### src/rtl/life_grid_ctrl_pkg.sv
// Shared types for the life grid controller: grid geometry, grid word and controller states.
package life_grid_ctrl_pkg;

  localparam int GRID_ROWS  = 8;
  localparam int GRID_COLS  = 8;
  localparam int GRID_CELLS = GRID_ROWS * GRID_COLS;

  // Cell index is row*GRID_COLS + col.
  typedef logic [GRID_CELLS-1:0] grid_t;

  typedef enum logic [1:0] {
    IDLE = 2'd0,
    LOAD = 2'd1,
    RUN  = 2'd2
  } ctrl_state_t;

endpackage

### src/rtl/life_grid_ctrl_tick_div.sv
// Generation tick divider: counts while en is high, clears whenever en is low,
// and pulses tc on the last of every STEP_DIV enabled cycles.
module life_tick_div #(
  parameter int STEP_DIV = 16
) (
  input  logic clk,
  input  logic rst_n,
  input  logic en,
  output logic tc
);

  localparam int CNT_W = (STEP_DIV > 1) ? $clog2(STEP_DIV) : 1;
  localparam logic [CNT_W-1:0] LAST = CNT_W'(STEP_DIV - 1);

  logic [CNT_W-1:0] cnt;

  assign tc = en && (cnt == LAST);

  always_ff @(posedge clk) begin
    if (!rst_n || !en) begin
      cnt <= '0;
    end else if (tc) begin
      cnt <= '0;
    end else begin
      cnt <= cnt + 1'b1;
    end
  end

endmodule

### src/rtl/life_grid_ctrl.sv
// Generation register controller: row-wise seed load, single-step and divided free-run,
// with a saturating generation counter and stable/extinct flags.
module life_grid_ctrl
  import life_grid_ctrl_pkg::*;
#(
  parameter int STEP_DIV       = 16,
  parameter int GEN_W          = 16,
  parameter bit HALT_ON_STABLE = 1'b1
) (
  input  logic             clk,
  input  logic             rst_n,
  input  logic             load_valid,
  output logic             load_ready,
  input  logic [7:0]       load_data,
  input  logic             run,
  input  logic             step,
  input  logic [63:0]      grid_evolve,
  output logic [63:0]      grid,
  output logic [GEN_W-1:0] gen_count,
  output logic             stable,
  output logic             extinct,
  output logic             halted,
  output logic             busy
);

  localparam logic [2:0] LAST_ROW = 3'(GRID_ROWS - 1);

  ctrl_state_t state, state_nxt;
  logic [2:0]  row_ptr;
  logic        run_hold;   // set by an auto-halt, released only once run goes low
  logic        tick;
  logic        div_en;
  logic        do_load, do_update, load_done, set_halt, clr_halt;

  assign stable  = (grid_evolve == grid);
  assign extinct = (grid == '0);
  assign busy    = (state != IDLE);
  assign div_en  = (state == RUN) && run;

  life_tick_div #(
    .STEP_DIV(STEP_DIV)
  ) u_tick_div (
    .clk  (clk),
    .rst_n(rst_n),
    .en   (div_en),
    .tc   (tick)
  );

  always_ff @(posedge clk) begin
    if (!rst_n) begin
      state <= IDLE;
    end else begin
      state <= state_nxt;
    end
  end

  // Handshake: a seed beat transfers on a clock edge where load_valid && load_ready;
  // load_ready depends only on state, never on load_valid.
  always_comb begin
    state_nxt  = state;
    load_ready = 1'b0;
    do_load    = 1'b0;
    do_update  = 1'b0;
    load_done  = 1'b0;
    set_halt   = 1'b0;
    clr_halt   = 1'b0;
    case (state)
      IDLE: begin
        load_ready = 1'b1;
        if (load_valid) begin
          do_load   = 1'b1;
          state_nxt = LOAD;
        end else if (run && !run_hold) begin
          state_nxt = RUN;
        end else if (step) begin
          do_update = 1'b1;
          clr_halt  = 1'b1;
        end
      end
      LOAD: begin
        load_ready = 1'b1;
        if (load_valid) begin
          do_load = 1'b1;
          if (row_ptr == LAST_ROW) begin
            load_done = 1'b1;
            state_nxt = IDLE;
          end
        end
      end
      RUN: begin
        if (!run) begin
          state_nxt = IDLE;
        end else if (tick) begin
          do_update = 1'b1;
          if (HALT_ON_STABLE && stable) begin
            set_halt  = 1'b1;
            state_nxt = IDLE;
          end
        end
      end
      default: state_nxt = IDLE;
    endcase
  end

  always_ff @(posedge clk) begin
    if (!rst_n) begin
      grid      <= '0;
      gen_count <= '0;
      halted    <= 1'b0;
      row_ptr   <= '0;
      run_hold  <= 1'b0;
    end else begin
      // row_ptr wraps back to 0 after the last row
      if (do_load) begin
        grid[{row_ptr, 3'b000} +: GRID_COLS] <= load_data;
        row_ptr                              <= row_ptr + 1'b1;
      end
      if (do_update) begin
        grid <= grid_evolve;
        if (gen_count != {GEN_W{1'b1}}) begin
          gen_count <= gen_count + 1'b1;
        end
      end
      if (load_done) begin
        gen_count <= '0;
      end
      if (set_halt) begin
        halted <= 1'b1;
      end else if (clr_halt || load_done) begin
        halted <= 1'b0;
      end
      if (set_halt) begin
        run_hold <= 1'b1;
      end else if (!run) begin
        run_hold <= 1'b0;
      end
    end
  end

endmodule

### config.mk
export PLATFORM = sky130hd
export DESIGN_NAME = life_grid_ctrl
export DESIGN_NICKNAME = d
export VERILOG_FILES = /design/src/rtl/life_grid_ctrl_pkg.sv /design/src/rtl/life_grid_ctrl_tick_div.sv /design/src/rtl/life_grid_ctrl.sv
export SDC_FILE = /design/constraint.sdc
export NUM_CORES = 1
export LEC_CHECK = 0
export ABC_CLOCK_PERIOD_IN_PS = 3700
export BUFFER_PORTS_ARGS = -buffer_cell sky130_fd_sc_hd__buf_2
export CAP_MARGIN = 20
export CORE_MARGIN = 5
export CORE_UTILIZATION = 45
export CTS_BUF_LIST = sky130_fd_sc_hd__clkbuf_8
export DETAILED_ROUTE_END_ITERATION = 16
export GPL_ROUTABILITY_DRIVEN = 0
export MAX_ROUTING_LAYER = met4
export PLACE_DENSITY = 0.72
export REMOVE_ABC_BUFFERS = 1
export SLEW_MARGIN = 25
export SYNTH_ARGS = -nofsm -noshare
export SYNTH_HDL_FRONTEND = slang
export SYNTH_SLANG_ARGS = --single-unit
### constraint.sdc
create_clock -name clk -period 3.7 [get_ports clk]
set_input_delay 0.185 -clock clk [delete_from_list [all_inputs] [get_ports clk]]
set_output_delay 0.185 -clock clk [all_outputs]
set_load 0.03 [all_outputs]
==> out/summary.md <==
- 39 — Site Rows
- 0 ps — Sum Neg Setup Slack
- 35.0% — normalized max-slew margin
- 31.0% — clock share of power
- 81.3% — Final period util
- grid[4] — capturing point of the worst reg2reg path
- 0 — aggregate global routing overflow
- 161 — Port Buffers
- 31.6% — switch share
- 39.1% — met2 Use GR
- 333 MHz — maximum achievable frequency
- 8.74 um^2 — syn avg cell area
- 91 — post-synthesis sequential element count
- 7 — Worst Reg2Reg Path Length in Cells
- flop to flop — critical path start-end classification
- 5.91 — post-DR vias/cell
- 0 — Remaining DRCs
- 9 — number of CTS-inserted buffers
- flop — CP endpoint kind
- 0 — count of hold buffers inserted by post-cts repair
- 45.8% — initial core utilization
- 366 nW/um^2 — power density over the cells
- 31.1% — met1 GRT Util
- 40 — count of distinct cell types in the synthesized netlist
- 34.8% — fraction of the yosys area taken by sequential cells
- 0 — number of enable-type register cells in the synthesized netlist
- 0 — Antenna Violating Nets Remaining
- 0.183 mV — Peak supply drop
- 650 ps — Max stage delay on crit path
- 25.1% — global-route usage over all layers
- row_ptr[0] — Critical path origin
- 1.59 mW — internal power of the cells
- no — setup repair after global routing missed its margin
- sky130_fd_sc_hd__dfxtp_1 — most common flop cell mapped by yosys
- 2 — CTS Buffer Depth
- grid[4] — worst setup path endpoint
- 0 — number of resized instances in the post-cts repair step
- 598 — cell count after synthesis
- 19.8 um — routed length per placed instance
- 91 — number of clock sinks
- 74.5 ps — Hold Worst Slack
- 11400 um^2 — placeable core region
- 5246 — via total after detailed routing
- 27.2 mm — wire length of the first global-routing pass
- 1 — antenna violations before repair
- 1069 — number of inserted filler cells in the final layout
- 22.2% — relative contribution of combinational cells to total power
- flop — category of the worst setup path launch point
- 5182 — vias in the first global route
- 0.733 mW — P_sw
- finished, final reports clean — result of the run
- 3250 um^2 — area of combinational cells with multiple inputs
- 46.8% — sequential share of power
- 0 — final-report setup violation count
- 34.8% — share of the synthesized area in the top cell type
- 0 — max-capacitance violation count
- input pin to flop — type of the most critical hold path
- 21.3% — Area Overhead vs Synth
- 0% — share of synthesized flip-flops with an asynchronous set or reset
- 3010 ps — shortest period the worst path allows
- sky130_fd_sc_hd__dfxtp_1, sky130_fd_sc_hd__mux2i_1, sky130_fd_sc_hd__xnor2_1 — leading post-synthesis cells by cell area
- 0 — total number of yosys warnings
- built — TritonCTS clock tree
- sky130_fd_sc_hd__dfxtp_1, sky130_fd_sc_hd__mux2i_1, sky130_fd_sc_hd__xnor2_1 — most frequent cells after synthesis
- sky130_fd_sc_hd__dfxtp_1 — most frequently used cell type in the post-synthesis netlist
- 690 ps — register-to-register path setup slack
- 826 — number of nets in the layout
- sky130_fd_sc_hd__clkbuf_8 — clock root buffer master
- 25.3% — share of post-route cells with drive strength above 1
- 0 — post-CTS setup repair buffer count
- 975 ps — actual slew at the worst max-slew pin
- 0 — final number of hold-violating endpoints
- 3 — H-tree lvl count
- 118 um — width of the die
- sky130_fd_sc_hd__dfxtp_1 — cell taking the most area after synthesis
- 162 — io pins
- inv_1 -> ha_1 -> or4b_1 -> or4b_4 -> mux2i_1 -> nand2_1 -> o211a_1 — crit-path cells
- row_ptr[0] — r2r startpoint
- 17.6 mm — total wire length after detailed routing
- 0 — number of max-slew violations in the final report
- 1820 um^2 — register cell area after layout
- 5230 um^2 — area of the mapped netlist
- 15 — critical path peak fanout
- 3960 ps — Req. time, crit path
- sky130_fd_sc_hd__or4b_4 — CP max stage cell
- 13.0 ps — final worst clock skew
- 3270 ps — arrival time reported for the critical path endpoint
- 13.4 mm — HPWL after detailed placement
- 108 — maximum number of pins on one net before global-route repair
- 4.32% — met3 Track Usage GR
- 6 — first-pass iteration count of the detailed router
- 118 um — vertical die dimension
- 2.69 nW — leakage
- 13900 um^2 — Die ar.
- 457 — number of design-rule violations left by the first detailed-router iteration
- 90 ps — clock slew seen by the registers of the worst setup and hold paths
- 370 ps — insertion delay of the later-clocked pin in the worst-skew pair
- met2 — busiest metal layer after global routing
==> power by group through the flow <==
stage                     registers [mW]  logic (mW)  clock network, mW
final                               1.09       0.516              0.719
after global routing                1.09       0.552              0.768
after CTS                           1.08       0.512              0.727
after detailed placement            1.11       0.509                  0
after global placement              1.10       0.500                  0
after floorplan                     1.17       0.239                  0
==> registers in the layout (all words and copies together), names as in the netlist <==
signal,cells
state,2
halted,1
row_ptr,3
grid,64
run_hold,1
gen_count,16
u_tick_div.cnt,4
==> cell usage in the layout, fill, tap and decap left out, types with 2 or more instances in the layout <==
| master | n |
|---|---|
| sky130_fd_sc_hd__a21oi_1 | 64 |
| sky130_fd_sc_hd__and2_1 | 18 |
| sky130_fd_sc_hd__and3_1 | 13 |
| sky130_fd_sc_hd__and4_1 | 2 |
| sky130_fd_sc_hd__buf_2 | 161 |
| sky130_fd_sc_hd__buf_4 | 8 |
| sky130_fd_sc_hd__bufinv_16 | 2 |
| sky130_fd_sc_hd__clkbuf_8 | 9 |
| sky130_fd_sc_hd__dfxtp_1 | 91 |
| sky130_fd_sc_hd__diode_2 | 2 |
| sky130_fd_sc_hd__ha_1 | 9 |
| sky130_fd_sc_hd__inv_1 | 10 |
| sky130_fd_sc_hd__mux2i_1 | 66 |
| sky130_fd_sc_hd__nand2_1 | 26 |
| sky130_fd_sc_hd__nand2b_1 | 2 |
| sky130_fd_sc_hd__nand3_1 | 13 |
| sky130_fd_sc_hd__nand4_1 | 27 |
| sky130_fd_sc_hd__nor2_1 | 13 |
| sky130_fd_sc_hd__nor2b_1 | 2 |
| sky130_fd_sc_hd__nor3_1 | 3 |
| sky130_fd_sc_hd__nor4_1 | 22 |
| sky130_fd_sc_hd__nor4b_2 | 4 |
| sky130_fd_sc_hd__o211a_1 | 16 |
| sky130_fd_sc_hd__o21a_1 | 2 |
| sky130_fd_sc_hd__o21ai_0 | 54 |
| sky130_fd_sc_hd__o31ai_1 | 10 |
| sky130_fd_sc_hd__or3_1 | 7 |
| sky130_fd_sc_hd__or4_1 | 10 |
| sky130_fd_sc_hd__xnor2_1 | 66 |
==> through the flow <==
stage               instance area, um^2  worst slack, ps  std cells  total power, mW  utilization [%]
global route                       6340              529        887             2.41             55.5
CTS                                6340              715        886             2.32             55.5
global placement                   6140              926        872             1.60             53.8
detailed placement                 6140              777        872             1.62             53.8
floorplan                          5070              146        560             1.40                -
finish                             6340              693        888             2.32             55.6
==> per-layer routing <==
layer | vias to the layer above | routed length (um) | part of all wire, %
met5 | - | 0 | 0
met4 | 0 | 784 | 4.5
met3 | 46 | 1330 | 7.6
met2 | 257 | 8210 | 47
met1 | 2449 | 7250 | 41
li1 | 2494 | - | -
==> worst max-delay path, delay by kind of cell, from the launching register on <==
family | cells | cell delay, ps
AOI/OAI and AO/OA | 1 | 180
DFF | 1 | 590
adders and majority gates | 1 | 460
buffers and inverters | 1 | 180
muxes | 1 | 190
and+or+nand+nor | 3 | 1290
==> kinds of logic (layout without fill, tap and decap cells) <==
family                   after synthesis  in the layout  synth area share (%)
AO/OA/AOI/OAI                        153            153                  17.2
XOR/XNOR                              67             67                  11.2
adder cells (fa/ha/maj)                9              9                  2.15
buffers and inverters                 46            191                  3.61
flip-flops                            91             91                  34.8
multiplexers                          66             66                  12.6
other                                  0              2                     0
AND/OR/NAND/NOR                      166            166                  18.4
==> worst min path at each step <==
stage	startpoint	to	slack, ps	depth (start not counted)
after floorplan	rst_n	row_ptr[0]	310	1
after global placement	u_tick_div.cnt[0]	u_tick_div.cnt[0]	430	1
after detailed placement	u_tick_div.cnt[0]	u_tick_div.cnt[0]	440	1
after CTS	grid_evolve[38]	grid[38]	60	2
after global routing	grid_evolve[38]	grid[38]	80	2
final	grid_evolve[38]	grid[38]	70	2
==> cell type report <==
type | count | share of cell area (%)
timing repair buffer | 169 | 13.6
multi-input combinational | 461 | 51.2
inverter | 8 | 0.473
clock inverter | 5 | 1.14
antenna | 2 | 0.0789
sequential | 91 | 28.7
clock buffer | 9 | 1.95
tap | 143 | 2.82
(Power assumes the default switching activity.)
